$ cat config.mk
export PLATFORM = sky130hd
export DESIGN_NAME = rr_arbiter_16
export DESIGN_NICKNAME = d
export VERILOG_FILES = /design/src/rtl/rr_arbiter_16.sv
export SDC_FILE = /design/constraint.sdc
export NUM_CORES = 1
export LEC_CHECK = 0
export CAP_MARGIN = 20
export CORE_MARGIN = 2
export CORE_UTILIZATION = 60
export CTS_CLUSTER_DIAMETER = 30
export DETAILED_ROUTE_END_ITERATION = 6
export PLACE_DENSITY = 0.9
export SLEW_MARGIN = 15
export SYNTH_ARGS = -nofsm -noshare
export SYNTH_HDL_FRONTEND = slang
export SYNTH_SLANG_ARGS = --single-unit
$ cat constraint.sdc
create_clock -name clk -period 7.5 [get_ports clk]
set_input_delay 2.25 -clock clk [delete_from_list [all_inputs] [get_ports clk]]
set_output_delay 2.25 -clock clk [all_outputs]
set_load 0.02 [all_outputs]
$ cat src/rtl/rr_arbiter_16.sv
// rr_arbiter_16: round-robin arbiter sharing one resource among N requesters.
// The winner is the first requesting index at or above the rotating pointer,
// with wrap-around. A grant is held until the owner signals done or, when
// MAX_HOLD is non-zero, until it has been held for MAX_HOLD cycles. After
// every release the arbiter spends at least one cycle idle.
module rr_arbiter_16 #(
  parameter int N        = 16,
  parameter int IDW      = 4,
  parameter int MAX_HOLD = 255
) (
  input  logic           clk,
  input  logic           rst,
  input  logic           enable,
  input  logic [N-1:0]   req,
  input  logic           done,
  output logic [N-1:0]   grant,
  output logic [IDW-1:0] grant_id,
  output logic           grant_valid,
  output logic           timeout
);

  typedef enum logic {
    ST_IDLE = 1'b0,
    ST_BUSY = 1'b1
  } state_t;

  localparam logic [15:0]  HOLD_LAST = 16'(MAX_HOLD - 1);
  localparam logic [IDW-1:0] ID_LAST = IDW'(N - 1);
  localparam logic [N-1:0]   ONE_HOT_0 = {{(N-1){1'b0}}, 1'b1};

  // Registered state and outputs
  state_t         r_state;
  logic [IDW-1:0] r_ptr;
  logic [15:0]    r_hold_cnt;
  logic [N-1:0]   r_grant;
  logic [IDW-1:0] r_grant_id;
  logic           r_grant_valid;
  logic           r_timeout;

  // Next-state values
  state_t         w_state_nxt;
  logic [IDW-1:0] w_ptr_nxt;
  logic [15:0]    w_hold_cnt_nxt;
  logic [N-1:0]   w_grant_nxt;
  logic [IDW-1:0] w_grant_id_nxt;
  logic           w_grant_valid_nxt;
  logic           w_timeout_nxt;

  logic [IDW-1:0] w_winner;
  logic [IDW-1:0] w_ptr_after;
  logic           w_hold_expired;

  // Rotating-priority search: first set bit of r starting at p, wrapping.
  function automatic logic [IDW-1:0] f_rr_pick(input logic [N-1:0]   r,
                                               input logic [IDW-1:0] p);
    logic [IDW-1:0] idx;
    logic           found;
    f_rr_pick = p;
    found     = 1'b0;
    for (int k = 0; k < N; k++) begin
      idx = IDW'((int'(p) + k) % N);
      if (!found && r[idx]) begin
        f_rr_pick = idx;
        found     = 1'b1;
      end
    end
  endfunction

  assign w_winner       = f_rr_pick(req, r_ptr);
  // The pointer moves just past the requester being released.
  assign w_ptr_after    = (r_grant_id == ID_LAST) ? '0 : r_grant_id + IDW'(1);
  assign w_hold_expired = (MAX_HOLD != 0) && (r_hold_cnt == HOLD_LAST);

  // Next-state and next-output decode for the IDLE/BUSY controller
  always_comb begin
    // NOTE: every target gets a default first so no path leaves one unassigned,
    // which would otherwise infer a latch.
    w_state_nxt       = r_state;
    w_ptr_nxt         = r_ptr;
    w_hold_cnt_nxt    = r_hold_cnt;
    w_grant_nxt       = r_grant;
    w_grant_id_nxt    = r_grant_id;
    w_grant_valid_nxt = r_grant_valid;
    w_timeout_nxt     = 1'b0;

    unique case (r_state)
      ST_IDLE: begin
        w_grant_nxt       = '0;
        w_grant_valid_nxt = 1'b0;
        if (enable && (|req)) begin
          w_grant_nxt       = ONE_HOT_0 << w_winner;
          w_grant_id_nxt    = w_winner;
          w_grant_valid_nxt = 1'b1;
          w_hold_cnt_nxt    = '0;
          w_state_nxt       = ST_BUSY;
        end
      end
      ST_BUSY: begin
        // done has priority over a coincident hold expiry
        if (done || w_hold_expired) begin
          w_grant_nxt       = '0;
          w_grant_valid_nxt = 1'b0;
          w_ptr_nxt         = w_ptr_after;
          w_timeout_nxt     = !done;
          w_state_nxt       = ST_IDLE;
        end else begin
          w_hold_cnt_nxt = r_hold_cnt + 16'd1;
        end
      end
      default: w_state_nxt = ST_IDLE;
    endcase
  end

  // State and output registers with synchronous reset
  always_ff @(posedge clk) begin
    // NOTE: non-blocking assignments so every register samples pre-edge values.
    if (rst) begin
      r_state       <= ST_IDLE;
      r_ptr         <= '0;
      r_hold_cnt    <= '0;
      r_grant       <= '0;
      r_grant_id    <= '0;
      r_grant_valid <= 1'b0;
      r_timeout     <= 1'b0;
    end else begin
      r_state       <= w_state_nxt;
      r_ptr         <= w_ptr_nxt;
      r_hold_cnt    <= w_hold_cnt_nxt;
      r_grant       <= w_grant_nxt;
      r_grant_id    <= w_grant_id_nxt;
      r_grant_valid <= w_grant_valid_nxt;
      r_timeout     <= w_timeout_nxt;
    end
  end

  assign grant       = r_grant;
  assign grant_id    = r_grant_id;
  assign grant_valid = r_grant_valid;
  assign timeout     = r_timeout;

endmodule

==> impl_metrics.ini <==
[synth]
syn-instance-count = 518
synth_area_leaders = dfxtp_1 19%, mux4_2 15%, mux2i_1 5.7%
ys_types = 84
synthFlopType = dfxtp_1
synth-async-reset-ratio_pct = 0
yosys.area.top_type_share_pct = 18.8
yosys_register_bits = 43
yosysTopAreaCell = dfxtp_1
synth_nets = 548
synth-edff-count = 0
synth-seq-area-share_pct = 18.8
avgSynthCellArea_um2 = 8.84
yosysWarnings = 0
synth_area_um2 = 4580

[cells_and_area]
multi_input_comb_area_um2 = 3520
n_fill_cell = 532
syn2layout_area_growth_pct = 12.1
instances_no_fill = 643
drive_gt1_share_pct = 14.3
fin_nets = 573
diodes = 0
ff_latch_area_um2 = 861

[drt]
drtPass1Iterations = 6
drtIter0Drc = 610
top_layer = met4
met1_length_um = 5270
drc = 0
num_vias = 4617
antenna_left = 0
viasPerCell = 7.18
met3RoutedLength_um = 1380
routedWlPerCell_um = 20.6
wl_met2_um = 6120
wl_um = 13200

[timing]
worstMarginPinSlew_ps = 962
setup-tns-final_ps = 0
slew_headroom_pct = 35.7
setup-violations-final = 0
min_period_over_period_pct = 77.4
finalHoldViolations = 0
setup_slack_ps = 1690
min_period_ps = 5810
slew_violations = 0
finClkSkew_ps = 7.07
fmax_mhz = 172
grt_setup_unrepaired = no

[global_routing]
grt_pass1_vias = 4470
antenna_found_initial = 0
grt_max_degree = 33
grt_remaining_overflow = 0
gr-usage-all-layers_pct = 32.6
grt_first_pass_wirelength_um = 22300

[clock_tree]
postCtsHoldBufs = 0
cts_buffers = 5
root_buffer = clkbuf_8
cts_resized = 0
cts_sinks = 43
clk_pin_slew_ps = 80
cts_buffer_depth = 2
cts.htree.levels = 2
clk_latency_ps = 300
cts_setup_buffers = 0
cts_tree = built

[hold_path]
min_from = grant[15]
hold_path.class = flip-flop to flip-flop
whs_path_depth = 2

[floorplanning]
start_util_pct = 62.4
fp.dieH_um = 91.3
dieArea_um2 = 8340
io_pins = 42
row_count = 31
die_w_um = 91.3
coreArea_um2 = 7330

[critical_path]
r2r-start = r_ptr[0]
worstPathCellList = clkdlybuf4s50_1, mux2_1, mux4_2, and2_1, a211oi_4, nand3_4, or2_1, o221a_4, o21ai_4, nor4b_4, a32o_1
cp.arrival_ps = 6040
start_kind = primary input
cp_max_fo = 9
critPathMaxStageDelay_ps = 560
critPathRequiredTime_ps = 7740
critPathKind = primary input to flip-flop
r2r_cells = 13
crit_start = req[11]
cp_slowest_cell = clkdlybuf4s50_1
cp-end-kind = flip-flop

[power]
leakage_nw = 1.65
vdd_drop_max_uv = 90.5
powerDensity_nw_per_um2 = 167
total_power_mw = 0.854

[placement]
pre_cts_ws_ps = 1450
port_buffers = 41
dp_hpwl_um = 9730
place_inst = 633
gp_congestion = 0.984

[job]
cap_viol_max_count = 0

[status]
status = complete, no violations
==> power by group <==
part           leakage (nW)  internal [mW]  switching (mW)  total, mW
combinational          1.24          0.172           0.252      0.423
sequential            0.348          0.236         0.00882      0.245
clock                0.0612          0.108          0.0785      0.186
==> kinds of logic (layout without fill, tap and decap cells) <==
kind of cell / count (synthesis) / after routing / share of synthesized area (%)
AOI/OAI and AO/OA: 139 / 139 / 22.6
xor gates and xnor gates: 23 / 23 / 4.73
adders and majority gates: 10 / 10 / 2.73
buffers and inverters: 38 / 64 / 4.26
DFF: 43 / 43 / 18.8
muxes: 78 / 78 / 26.2
and+or+nand+nor: 187 / 187 / 20.7
==> metal layers <==
metal	global-route usage (%)	up-vias
met1	44.2	2169
li1	-	2075
met5	0	-
met4	11.6	0
met2	52.8	316
met3	4.98	57
==> cell type report <==
type,instances,area share [%]
clock inverters,2,0.683
repair buffers,46,9.12
multi-input cells,437,68.7
inverters,10,0.732
well taps,99,2.42
flip-flops and latches,43,16.8
clock buffers,6,1.61
==> cells in the final DEF (no fill, tap or decap), types with 4 or more instances in the layout <==
cell              n
a211oi_1          8
a21oi_1          29
a22o_1            6
a31oi_1           6
a32oi_1           4
and3_1            4
buf_4             4
clkbuf_8          6
clkdlybuf4s50_1  41
dfxtp_1          43
ha_1             10
inv_1             7
mux2_1            7
mux2_2           14
mux2i_1          26
mux4_2           30
nand2_1          56
nand2b_1          9
nand3_1          12
nand4_1           8
nor2_1           48
nor3_1            9
nor4_1            8
o211ai_1          8
o21a_1            6
o21ai_0          13
o21ai_1           6
o31ai_1           6
or4_1             4
xnor2_1          12
xor2_1            9
==> worst paths after layout <==
kind | end | slack [ps]
min | grant[15] | 440
max reg2reg | grant[10] | 2220
max | grant[10] | 1690
min reg2reg | grant[15] | 440
==> metrics by stage <==
step	util, %	hold WS, ps	instance area (um^2)
after global placement	67.9	435	4980
after global routing	70.0	462	5130
after detailed placement	67.9	438	4980
after CTS	69.5	449	5090
final	70.0	445	5130
after floorplan	-	465	4580
==> state kept, by name (all words and copies together) (netlist names) <==
signal and count:
grant 16, grant_id 4, grant_valid 1, r_hold_cnt 16, r_ptr 4, r_state 1
timeout 1
==> synth_stat cells, types with 7 or more instances <==
cell	number
mux4_2	30
nand2b_1	9
nor3_1	9
o21ai_0	13
mux2i_1	26
inv_1	7
xnor2_1	12
a211oi_1	8
mux2_2	14
ha_1	10
clkbuf_1	16
o211ai_1	8
nor2_1	48
dfxtp_1	43
nor4_1	8
nand3_1	12
nand2_1	56
a21oi_1	29
xor2_1	9
mux2_1	7
nand4_1	8
==> critical path: cells and delay by family <==
family | cells | cell delay (ps)
AO/OA/AOI/OAI | 4 | 1220
AND/OR/NAND/NOR | 4 | 1100
buffers and inverters | 1 | 560
multiplexers | 2 | 890
No activity file was read; power rests on OpenSTA's default activity.
